### src/rtl/uart_tx_ctrl_if.sv
// Bus and transmitter-side signals of the UART transmit controller.
// trmt is a one-cycle start pulse; tx_done is cleared by the transmitter on trmt and set at end of frame.
interface uart_tx_ctrl_if;
  logic       wr_en;
  logic       rd_en;
  logic [1:0] addr;
  logic [7:0] wdata;
  logic [7:0] rdata;
  logic       trmt;
  logic [7:0] tx_data;
  logic       tx_done;
  logic [7:0] DBL;
  logic [4:0] DBH;

  modport master (
    output wr_en, rd_en, addr, wdata, tx_done,
    input  rdata, trmt, tx_data, DBL, DBH
  );

  modport slave (
    input  wr_en, rd_en, addr, wdata, tx_done,
    output rdata, trmt, tx_data, DBL, DBH
  );
endinterface

### src/rtl/uart_tx_ctrl.sv
// Buffers bus writes in a FIFO and feeds them to the UART transmitter one frame at a time.
// Owns the baud divisor, which is only updated while no frame is in flight.
module uart_tx_ctrl #(
  parameter int DEPTH = 8
) (
  input  logic          clk,
  input  logic          rst_n,
  uart_tx_ctrl_if.slave bus,
  output logic [1:0]    o_state
);

  localparam int AW = $clog2(DEPTH);

  typedef enum logic [1:0] {
    IDLE = 2'd0,
    LOAD = 2'd1,
    CLR  = 2'd2,
    WAIT = 2'd3
  } state_t;

  state_t        r_state;
  logic [7:0]    r_mem [DEPTH];
  logic [AW-1:0] r_wr_ptr;
  logic [AW-1:0] r_rd_ptr;
  logic [3:0]    r_count;
  logic          r_ovf;
  logic [7:0]    r_pending_dbl;
  logic [4:0]    r_pending_dbh;
  logic [7:0]    r_dbl;
  logic [4:0]    r_dbh;
  logic [7:0]    r_rdata;
  logic [7:0]    r_tx_data;
  logic          r_trmt;

  logic       w_empty;
  logic       w_full;
  logic       w_busy;
  logic       w_push_req;
  logic       w_push;
  logic       w_pop;
  logic       w_drop;
  logic       w_status_rd;
  logic [7:0] w_status;

  assign w_empty     = (r_count == 4'd0);
  assign w_full      = (r_count == 4'(DEPTH));
  assign w_busy      = (r_state != IDLE);
  assign w_push_req  = bus.wr_en && (bus.addr == 2'd0);
  assign w_pop       = (r_state == IDLE) && !w_empty;
  // A full FIFO still accepts a byte when the head leaves on the same edge.
  assign w_push      = w_push_req && (!w_full || w_pop);
  assign w_drop      = w_push_req && !w_push;
  assign w_status_rd = bus.rd_en && (bus.addr == 2'd1);
  assign w_status    = {r_count, r_ovf, w_busy, w_full, w_empty};

  always_ff @(posedge clk) begin
    if (w_push) r_mem[r_wr_ptr] <= bus.wdata;
  end

  always_ff @(posedge clk or negedge rst_n) begin
    if (!rst_n) begin
      r_wr_ptr <= '0;
      r_rd_ptr <= '0;
      r_count  <= 4'd0;
    end else begin
      if (w_push) r_wr_ptr <= r_wr_ptr + 1'b1;
      if (w_pop)  r_rd_ptr <= r_rd_ptr + 1'b1;
      case ({w_push, w_pop})
        2'b10:   r_count <= r_count + 4'd1;
        2'b01:   r_count <= r_count - 4'd1;
        default: r_count <= r_count;
      endcase
    end
  end

  // A drop in the same cycle as a STATUS read keeps ovf set.
  always_ff @(posedge clk or negedge rst_n) begin
    if (!rst_n) begin
      r_ovf         <= 1'b0;
      r_pending_dbl <= 8'hB2;
      r_pending_dbh <= 5'h01;
      r_rdata       <= 8'h00;
    end else begin
      if (w_drop)           r_ovf <= 1'b1;
      else if (w_status_rd) r_ovf <= 1'b0;
      if (bus.wr_en && bus.addr == 2'd2) r_pending_dbl <= bus.wdata;
      if (bus.wr_en && bus.addr == 2'd3) r_pending_dbh <= bus.wdata[4:0];
      if (bus.rd_en) begin
        case (bus.addr)
          2'd0:    r_rdata <= 8'h00;
          2'd1:    r_rdata <= w_status;
          2'd2:    r_rdata <= r_pending_dbl;
          default: r_rdata <= {3'b000, r_pending_dbh};
        endcase
      end
    end
  end

  always_ff @(posedge clk or negedge rst_n) begin
    if (!rst_n) begin
      r_state   <= IDLE;
      r_tx_data <= 8'h00;
      r_trmt    <= 1'b0;
      r_dbl     <= 8'hB2;
      r_dbh     <= 5'h01;
    end else begin
      r_trmt <= 1'b0;
      case (r_state)
        IDLE: begin
          r_dbl <= r_pending_dbl;
          r_dbh <= r_pending_dbh;
          if (!w_empty) begin
            r_tx_data <= r_mem[r_rd_ptr];
            r_trmt    <= 1'b1;
            r_state   <= LOAD;
          end
        end
        LOAD: r_state <= CLR;
        // tx_done may still hold the previous frame's flag here.
        CLR:  r_state <= WAIT;
        WAIT: if (bus.tx_done) r_state <= IDLE;
        default: r_state <= IDLE;
      endcase
    end
  end

  assign bus.rdata   = r_rdata;
  assign bus.trmt    = r_trmt;
  assign bus.tx_data = r_tx_data;
  assign bus.DBL     = r_dbl;
  assign bus.DBH     = r_dbh;
  assign o_state     = r_state;

endmodule

### src/flat_wrapper.sv
// flat-port wrapper written by rule: the top's interface ports become plain ports
module uart_tx_ctrl_flat 
#(
  parameter int DEPTH = 8
)
  (clk, rst_n, o_state, bus_wr_en, bus_rd_en, bus_addr, bus_wdata, bus_tx_done, bus_rdata, bus_trmt, bus_tx_data, bus_DBL, bus_DBH);
  uart_tx_ctrl_if bus_i ();
  input  logic clk;
  input  logic rst_n;
  output logic [1:0] o_state;
  input wire logic [$bits(bus_i.wr_en)-1:0] bus_wr_en;
  input wire logic [$bits(bus_i.rd_en)-1:0] bus_rd_en;
  input wire logic [$bits(bus_i.addr)-1:0] bus_addr;
  input wire logic [$bits(bus_i.wdata)-1:0] bus_wdata;
  input wire logic [$bits(bus_i.tx_done)-1:0] bus_tx_done;
  output wire logic [$bits(bus_i.rdata)-1:0] bus_rdata;
  output wire logic [$bits(bus_i.trmt)-1:0] bus_trmt;
  output wire logic [$bits(bus_i.tx_data)-1:0] bus_tx_data;
  output wire logic [$bits(bus_i.DBL)-1:0] bus_DBL;
  output wire logic [$bits(bus_i.DBH)-1:0] bus_DBH;
  assign bus_i.wr_en = bus_wr_en;
  assign bus_i.rd_en = bus_rd_en;
  assign bus_i.addr = bus_addr;
  assign bus_i.wdata = bus_wdata;
  assign bus_i.tx_done = bus_tx_done;
  assign bus_rdata = bus_i.rdata;
  assign bus_trmt = bus_i.trmt;
  assign bus_tx_data = bus_i.tx_data;
  assign bus_DBL = bus_i.DBL;
  assign bus_DBH = bus_i.DBH;
  uart_tx_ctrl #(.DEPTH(DEPTH)) u_core (.clk(clk), .rst_n(rst_n), .bus(bus_i), .o_state(o_state));
endmodule
### config.mk
export PLATFORM = sky130hd
export DESIGN_NAME = uart_tx_ctrl_flat
export DESIGN_NICKNAME = d
export VERILOG_FILES = /design/src/rtl/uart_tx_ctrl_if.sv /design/src/rtl/uart_tx_ctrl.sv /design/src/flat_wrapper.sv
export SDC_FILE = /design/constraint.sdc
export NUM_CORES = 1
export LEC_CHECK = 0
export BUFFER_PORTS_ARGS = -buffer_cell sky130_fd_sc_hd__buf_2
export CAP_MARGIN = 40
export CORE_MARGIN = 8
export CORE_UTILIZATION = 40
export DETAILED_ROUTE_END_ITERATION = 6
export PLACE_DENSITY = 0.63
export SYNTH_ARGS = -nofsm -noshare
export SYNTH_HDL_FRONTEND = slang
export SYNTH_SLANG_ARGS = --single-unit
### constraint.sdc
create_clock -name clk -period 3 [get_ports clk]
set_input_delay 0.3 -clock clk [delete_from_list [all_inputs] [get_ports clk]]
set_output_delay 0.3 -clock clk [all_outputs]
set_load 0.02 [all_outputs]
# ---- Yosys cells after proc, flatten, opt, wreduce, memory -nomap -nowiden
# Memory sizes are Yosys's and may differ from the RTL's. A register that Yosys moved wholly into a read port is not among the register bits.
# Cells that the tools add are included.
dict set report totals {
  regBits 48
  ramBits 64
  inputBits 15
  output_inout_bits 32
  wordCells 59
  n_memories 1
}
dict set report op_classes {
  n_addsub 4
  eq_ne 11
  mux 11
  bitwise 1
  n_reduce_logical 20
}
# name words width rd rd_clocked_by_memory_dff wr line
set memory_table {}
lappend memory_table {u_core.r_mem 8 8 1 1 1 uart_tx_ctrl.sv:22} ;# logic [7:0] r_mem [DEPTH];
# op n
set op_table {}
lappend op_table {{$pmux 8 s3} 1}
lappend op_table {{$eq 2x2->1 const B} 5}
lappend op_table {{$pmux 2 s4} 1}
lappend op_table {{$pmux 4 s2} 1}
lappend op_table {{$logic_and 1x1->1} 7}
lappend op_table {{$add 3x1->3 const B} 2}
lappend op_table {{$eq 2x1->1 const B} 3}
lappend op_table {{$mux 1} 6}
lappend op_table {{$reduce_bool 2->1} 3}
lappend op_table {{$add 4x1->4 const B} 1}
lappend op_table {{$eq 4x4->1 const B} 1}
lappend op_table {{$logic_not 1->1} 4}
lappend op_table {{$logic_not 2->1} 2}
lappend op_table {{$logic_not 4->1} 1}
lappend op_table {{$mux 2} 2}
lappend op_table {{$ne 2x2->1 const B} 2}
lappend op_table {{$reduce_and 2->1} 2}
lappend op_table {{$sub 4x1->4 const B} 1}
lappend op_table {{$logic_or 1x1->1} 1}
lappend op_table {{$not 1->1} 1}

# ---- Logic depth before layout (Yosys ltp)
dict set report logic_depth {
  depth_word 8
  mapped_depth 10
  mapped_depth_nobuf 9
}

# ---- Least setup slack after synthesis
# OpenSTA, ideal clock, no wires.
dict set report synth_timing {
  path_kind {reg2reg}
  from {register u_core.r_state[0], in the netlist u_core.o_state[0]}
  to {memory u_core.r_mem[0][0] (enable)}
  setup_ns 0.395
  t_arrival_ns 1.985
  required_ns 2.605
  setup_slack_ns 0.621
  path_stages_with_launch 6
  path_buffers 1
  period_less_slack_ns 2.379
  path_cell_list {dfrtp_1 > inv_1 > ha_1 > buf_2 > o21ai_0 > nor4_1}
}
dict set report synth_via {
  elab_chain_cells 6
}
# element line
set synth_lines {}
lappend synth_lines {{start: declaration} uart_tx_ctrl.sv:21} ;# state_t r_state;
lappend synth_lines {{start signal: assignment} uart_tx_ctrl.sv:101} ;# r_state <= IDLE;
lappend synth_lines {{start signal: assignment} uart_tx_ctrl.sv:115} ;# r_state <= LOAD;
lappend synth_lines {{start signal: assignment} uart_tx_ctrl.sv:118} ;# LOAD: r_state <= CLR;
lappend synth_lines {{$logic_not 2->1} uart_tx_ctrl.sv:49} ;# assign w_pop = (r_state == IDLE) && !w_empty;
lappend synth_lines {{$logic_and 1x1->1} uart_tx_ctrl.sv:49}
lappend synth_lines {{$logic_or 1x1->1} uart_tx_ctrl.sv:51} ;# assign w_push = w_push_req && (!w_full || w_pop);
lappend synth_lines {{$logic_and 1x1->1} uart_tx_ctrl.sv:51}
lappend synth_lines {{$mux 1} uart_tx_ctrl.sv:57} ;# if (w_push) r_mem[r_wr_ptr] <= bus.wdata;
lappend synth_lines {{$mux 1 (not written as such)} uart_tx_ctrl.sv:57}
lappend synth_lines {{end: declaration} uart_tx_ctrl.sv:22}
# Every way passes these cells.

# ---- Worst setup path after layout
dict set report layout_timing {
  from {register u_core.r_state[0], in the netlist u_core.o_state[0]}
  to {register u_core.r_count[2]}
}
dict set report layout_via {
  elab_chain_cells 6
  word_cells_on_any_way 8
  cone_classes {eq/ne (2); mux (1); reduce/logical (5)}
}
# element line
set layout_lines {}
lappend layout_lines {{$logic_not 2->1 *} uart_tx_ctrl.sv:49}
lappend layout_lines {{$logic_and 1x1->1 *} uart_tx_ctrl.sv:49}
lappend layout_lines {{$logic_or 1x1->1} uart_tx_ctrl.sv:51}
lappend layout_lines {{$logic_and 1x1->1} uart_tx_ctrl.sv:51}
lappend layout_lines {{$eq 2x1->1 / $eq 2x2->1 (equally long branches)} uart_tx_ctrl.sv:68} ;# case ({w_push, w_pop})
lappend layout_lines {{$pmux 4 s2 / $reduce_bool 2->1 (equally long branches)} --}
lappend layout_lines {{end signal: assignment} uart_tx_ctrl.sv:69} ;# 2'b10: r_count <= r_count + 4'd1;
lappend layout_lines {{end signal: assignment} uart_tx_ctrl.sv:70} ;# 2'b01: r_count <= r_count - 4'd1;
lappend layout_lines {{end signal: assignment} uart_tx_ctrl.sv:71} ;# default: r_count <= r_count;
lappend layout_lines {{end: declaration} uart_tx_ctrl.sv:25} ;# logic [3:0] r_count;
# Mark *: on every way between the ends. The rest lies on a longest branch, timed or not.
# A chain may end at the register's enable or synchronous reset.

==> results.sh <==
export IMPL_rows=40
export IMPL_syn_avg_cell_area_sq_um=16.30
export IMPL_cts_tree="built"
export IMPL_ys_top_cells_by_area="edfxtp_1, dfrtp_1, mux4_2"
export IMPL_num_antenna_cells=0
export IMPL_critPathKind="flip-flop to flip-flop"
export IMPL_synth_seq_cells=120
export IMPL_critical_path_startpoint_type="flip-flop"
export IMPL_post_dp_hpwl_um=6506
export IMPL_via_count=2663
export IMPL_setup_tns_ns=0
export IMPL_totalWireLength_um=9346
export IMPL_path_max_fanout=14
export IMPL_ff2ff_path_depth=10
export IMPL_setup_viol=0
export IMPL_instances_no_fill=521
export IMPL_dp_cells=488
export IMPL_drive_gt1_share_pct=39.84
export IMPL_worst_ep_arrival_time_ns=2.65
export IMPL_relSlewSlack_pct=47.82
export IMPL_synth_top_area_share_pct=38.91
export IMPL_slew_viol_final=0
export IMPL_grt_pass1_vias=2889
export IMPL_rrSetupSlack_ns=0.62
export IMPL_required_ns=3.28
export IMPL_die_y_um=127.1
export IMPL_power_density_nw_per_um2=1023
export IMPL_clk_pin_slew_ns=0.06
export IMPL_rsz0062_at_grt="false"
export IMPL_synth_cells=303
export IMPL_die_w_um=127.1
export IMPL_p_total_mw=6.058
export IMPL_hold_slack_ns=0.2088
export IMPL_layout_area_overhead_vs_synth_pct=19.86
export IMPL_ys_types=42
export IMPL_synth_edf_count=64
export IMPL_netlist_area_sq_um=4940
export IMPL_fillers=1036
export IMPL_global_route_usage_total_pct=12.29
export IMPL_wl_per_cell_um=17.94
export IMPL_ctsLongestPathBuffers=2
export IMPL_die_area_sq_um=16160
export IMPL_ys_seq_area_share_pct=67.53
export IMPL_max_stage_delay_ns=0.40
export IMPL_status="finished clean"
export IMPL_grt_pass1_wl_um=15230
export IMPL_ant_nets=0
export IMPL_clock_root_buffer="clkbuf_16"
export IMPL_utilization_pct=49.29
export IMPL_drt_iter0_markers=155
export IMPL_drv_cap=0
export IMPL_gp_congestion=0.7814
export IMPL_clock_sinks=120
export IMPL_cp_common_cell="ha_1"
export IMPL_numPortBuffers=46
export IMPL_slowest_stage="dfrtp_1"
export IMPL_p_leak_nw=2.300
export IMPL_cts_buffers=17
export IMPL_insertion_delay_ns=0.41
export IMPL_initial_core_util_pct=41.13
export IMPL_htreeDepth=4
export IMPL_ir_drop_mv=0.4341
export IMPL_ioPinCount=47
export IMPL_worst_pin_slew_ns=0.7827
export IMPL_period_share_pct=79.19
export IMPL_cts_resized=0
export IMPL_ys_flop_type="edfxtp_1"
export IMPL_hold_path_cell_count=1
export IMPL_post_route_drc_count=0
export IMPL_hold_path_class="input pin to flip-flop"
export IMPL_ys_top_cells_by_count="edfxtp_1, dfrtp_1, mux2_2"
export IMPL_antenna_found_initial=0
export IMPL_cts_setup_buffers=0
export IMPL_yosysMostFrequentCell="edfxtp_1"
export IMPL_fin_nets=383
export IMPL_hold_viol_final=0
export IMPL_avgViaCountPerCell=5.111
export IMPL_cp_cell_sequence="inv_1 -> ha_1 -> buf_4 -> o41ai_4 -> nor2_2 -> xor2_1 -> ha_1 -> nor4_1 -> a41oi_1 -> xnor2_1"
export IMPL_period_minus_slack_ns=2.376
export IMPL_seq_area_sq_um=3336
export IMPL_syn_num_nets=325
export IMPL_yosys_warnings=0
export IMPL_dr_pass1_iters=4
export IMPL_worstSetupEndpointType="flip-flop"
export IMPL_yosysTopAreaCell="edfxtp_1"
export IMPL_grt_overflow=0
export IMPL_async_reset_ff_share_pct=46.67
export IMPL_grt_start_max_net_pins=36
export IMPL_multi_input_area_sq_um=1480
export IMPL_finClkSkew_ns=0.01214
export IMPL_fmax_mhz=420.9
export IMPL_coreArea_sq_um=12010
report_power, final:
part	internal (mW)	switching, mW	total, mW	leakage (nW)
clock	1.34	0.672	2.01	0.289
combinational	0.780	0.860	1.64	0.775
sequential	2.10	0.312	2.41	1.24
state kept, by name, indices dropped and copies added, names as in the netlist:
signal,cells
u_core.r_ovf,1
u_core.r_mem,64
u_core.o_state,2
u_core.bus.DBL,8
u_core.r_count,4
u_core.bus.trmt,1
u_core.r_pending_dbh,5
u_core.bus.rdata,8
u_core.bus.DBH,5
u_core.r_rd_ptr,3
u_core.r_wr_ptr,3
u_core.r_pending_dbl,8
u_core.bus.tx_data,8
placed cells by master (no fill, tap or decap), drive strengths merged, types with 2 or more instances in the layout:
| cell type | n |
|---|---|
| a21oi | 10 |
| a22oi | 7 |
| a31oi | 2 |
| buf | 56 |
| bufinv | 3 |
| clkbuf | 22 |
| clkinv | 6 |
| dfrtp | 46 |
| dfstp | 10 |
| edfxtp | 64 |
| ha | 7 |
| inv | 5 |
| mux2 | 33 |
| mux2i | 8 |
| mux4 | 16 |
| nand2 | 20 |
| nand2b | 3 |
| nor2 | 13 |
| nor2b | 3 |
| nor3 | 5 |
| nor4 | 3 |
| o21ai | 12 |
| xnor2 | 4 |
| xor2 | 3 |
path summary, 6_finish.rpt:
path / from / end
min in group asynchronous: rst_n / u_core.bus.tx_data[1]$_DFFE_PN0P_
max in group asynchronous: rst_n / u_core.bus.DBH[0]$_DFFE_PN1N_
max reg2reg: u_core.o_state[0]$_DFFE_PN0P_ / u_core.r_count[2]$_DFFE_PN0P_
min: bus_wdata[7] / u_core.r_mem[0][7]$_DFFE_PP_
max: u_core.o_state[0]$_DFFE_PN0P_ / u_core.r_count[2]$_DFFE_PN0P_
min reg2reg: u_core.bus.tx_data[4]$_DFFE_PN0P_ / u_core.bus.tx_data[4]$_DFFE_PN0P_
area by class of cell:
class	instances	area share [%]
Inverter	5	0.3170
Multi-Input combinational cell	160	25.00
Clock inverter	10	2.113
Sequential cell	120	56.34
Clock buffer	22	7.840
Tap cell	147	3.107
Timing Repair Buffer	57	5.283
layer usage:
| metal | part of all wire, % | vias to the layer above | track usage [%] |
|---|---|---|---|
| met5 | 0 | - | 0 |
| met4 | 1.2 | 0 | 5.178 |
| met3 | 5.0 | 12 | 4.243 |
| met2 | 48 | 62 | 19.52 |
| met1 | 46 | 1331 | 14.99 |
| li1 | - | 1258 | - |
worst max-delay path, delay by kind of cell (launching register included):
| kind | cells | cell delay [ns] |
|---|---|---|
| adder cells (fa/ha/maj) | 2 | 0.55 |
| AND/OR/NAND/NOR | 2 | 0.43 |
| buffers and inverters | 2 | 0.42 |
| flip-flops | 1 | 0.40 |
| XOR/XNOR | 2 | 0.24 |
| AO/OA/AOI/OAI | 2 | 0.22 |
cell families (layout without fill, tap and decap cells):
family	after synthesis	in the layout	synth area share (%)
AOI/OAI and AO/OA	37	37	5.218
xor gates and xnor gates	7	7	1.241
adders and majority gates	7	7	1.773
buffers and inverters	23	94	2.508
DFF	120	120	67.53
muxes	57	57	16.51
and+or+nand+nor	52	52	5.218
stage by stage:
step,setup slack [ns],cell area [sq um]
floorplan,0.6207,4940
detailed placement,0.6210,5321
CTS,0.6004,5921
finish,0.6244,5921
global route,0.4192,5921
global placement,0.7228,5316
what timing repair did:
action | CTS | global route
endpoints found under the setup margin | 0 | 0
hold endpoints to repair | 12 | 0
hold buffers | 1 | 0
Note: power is estimated with default switching activity, not from simulation.
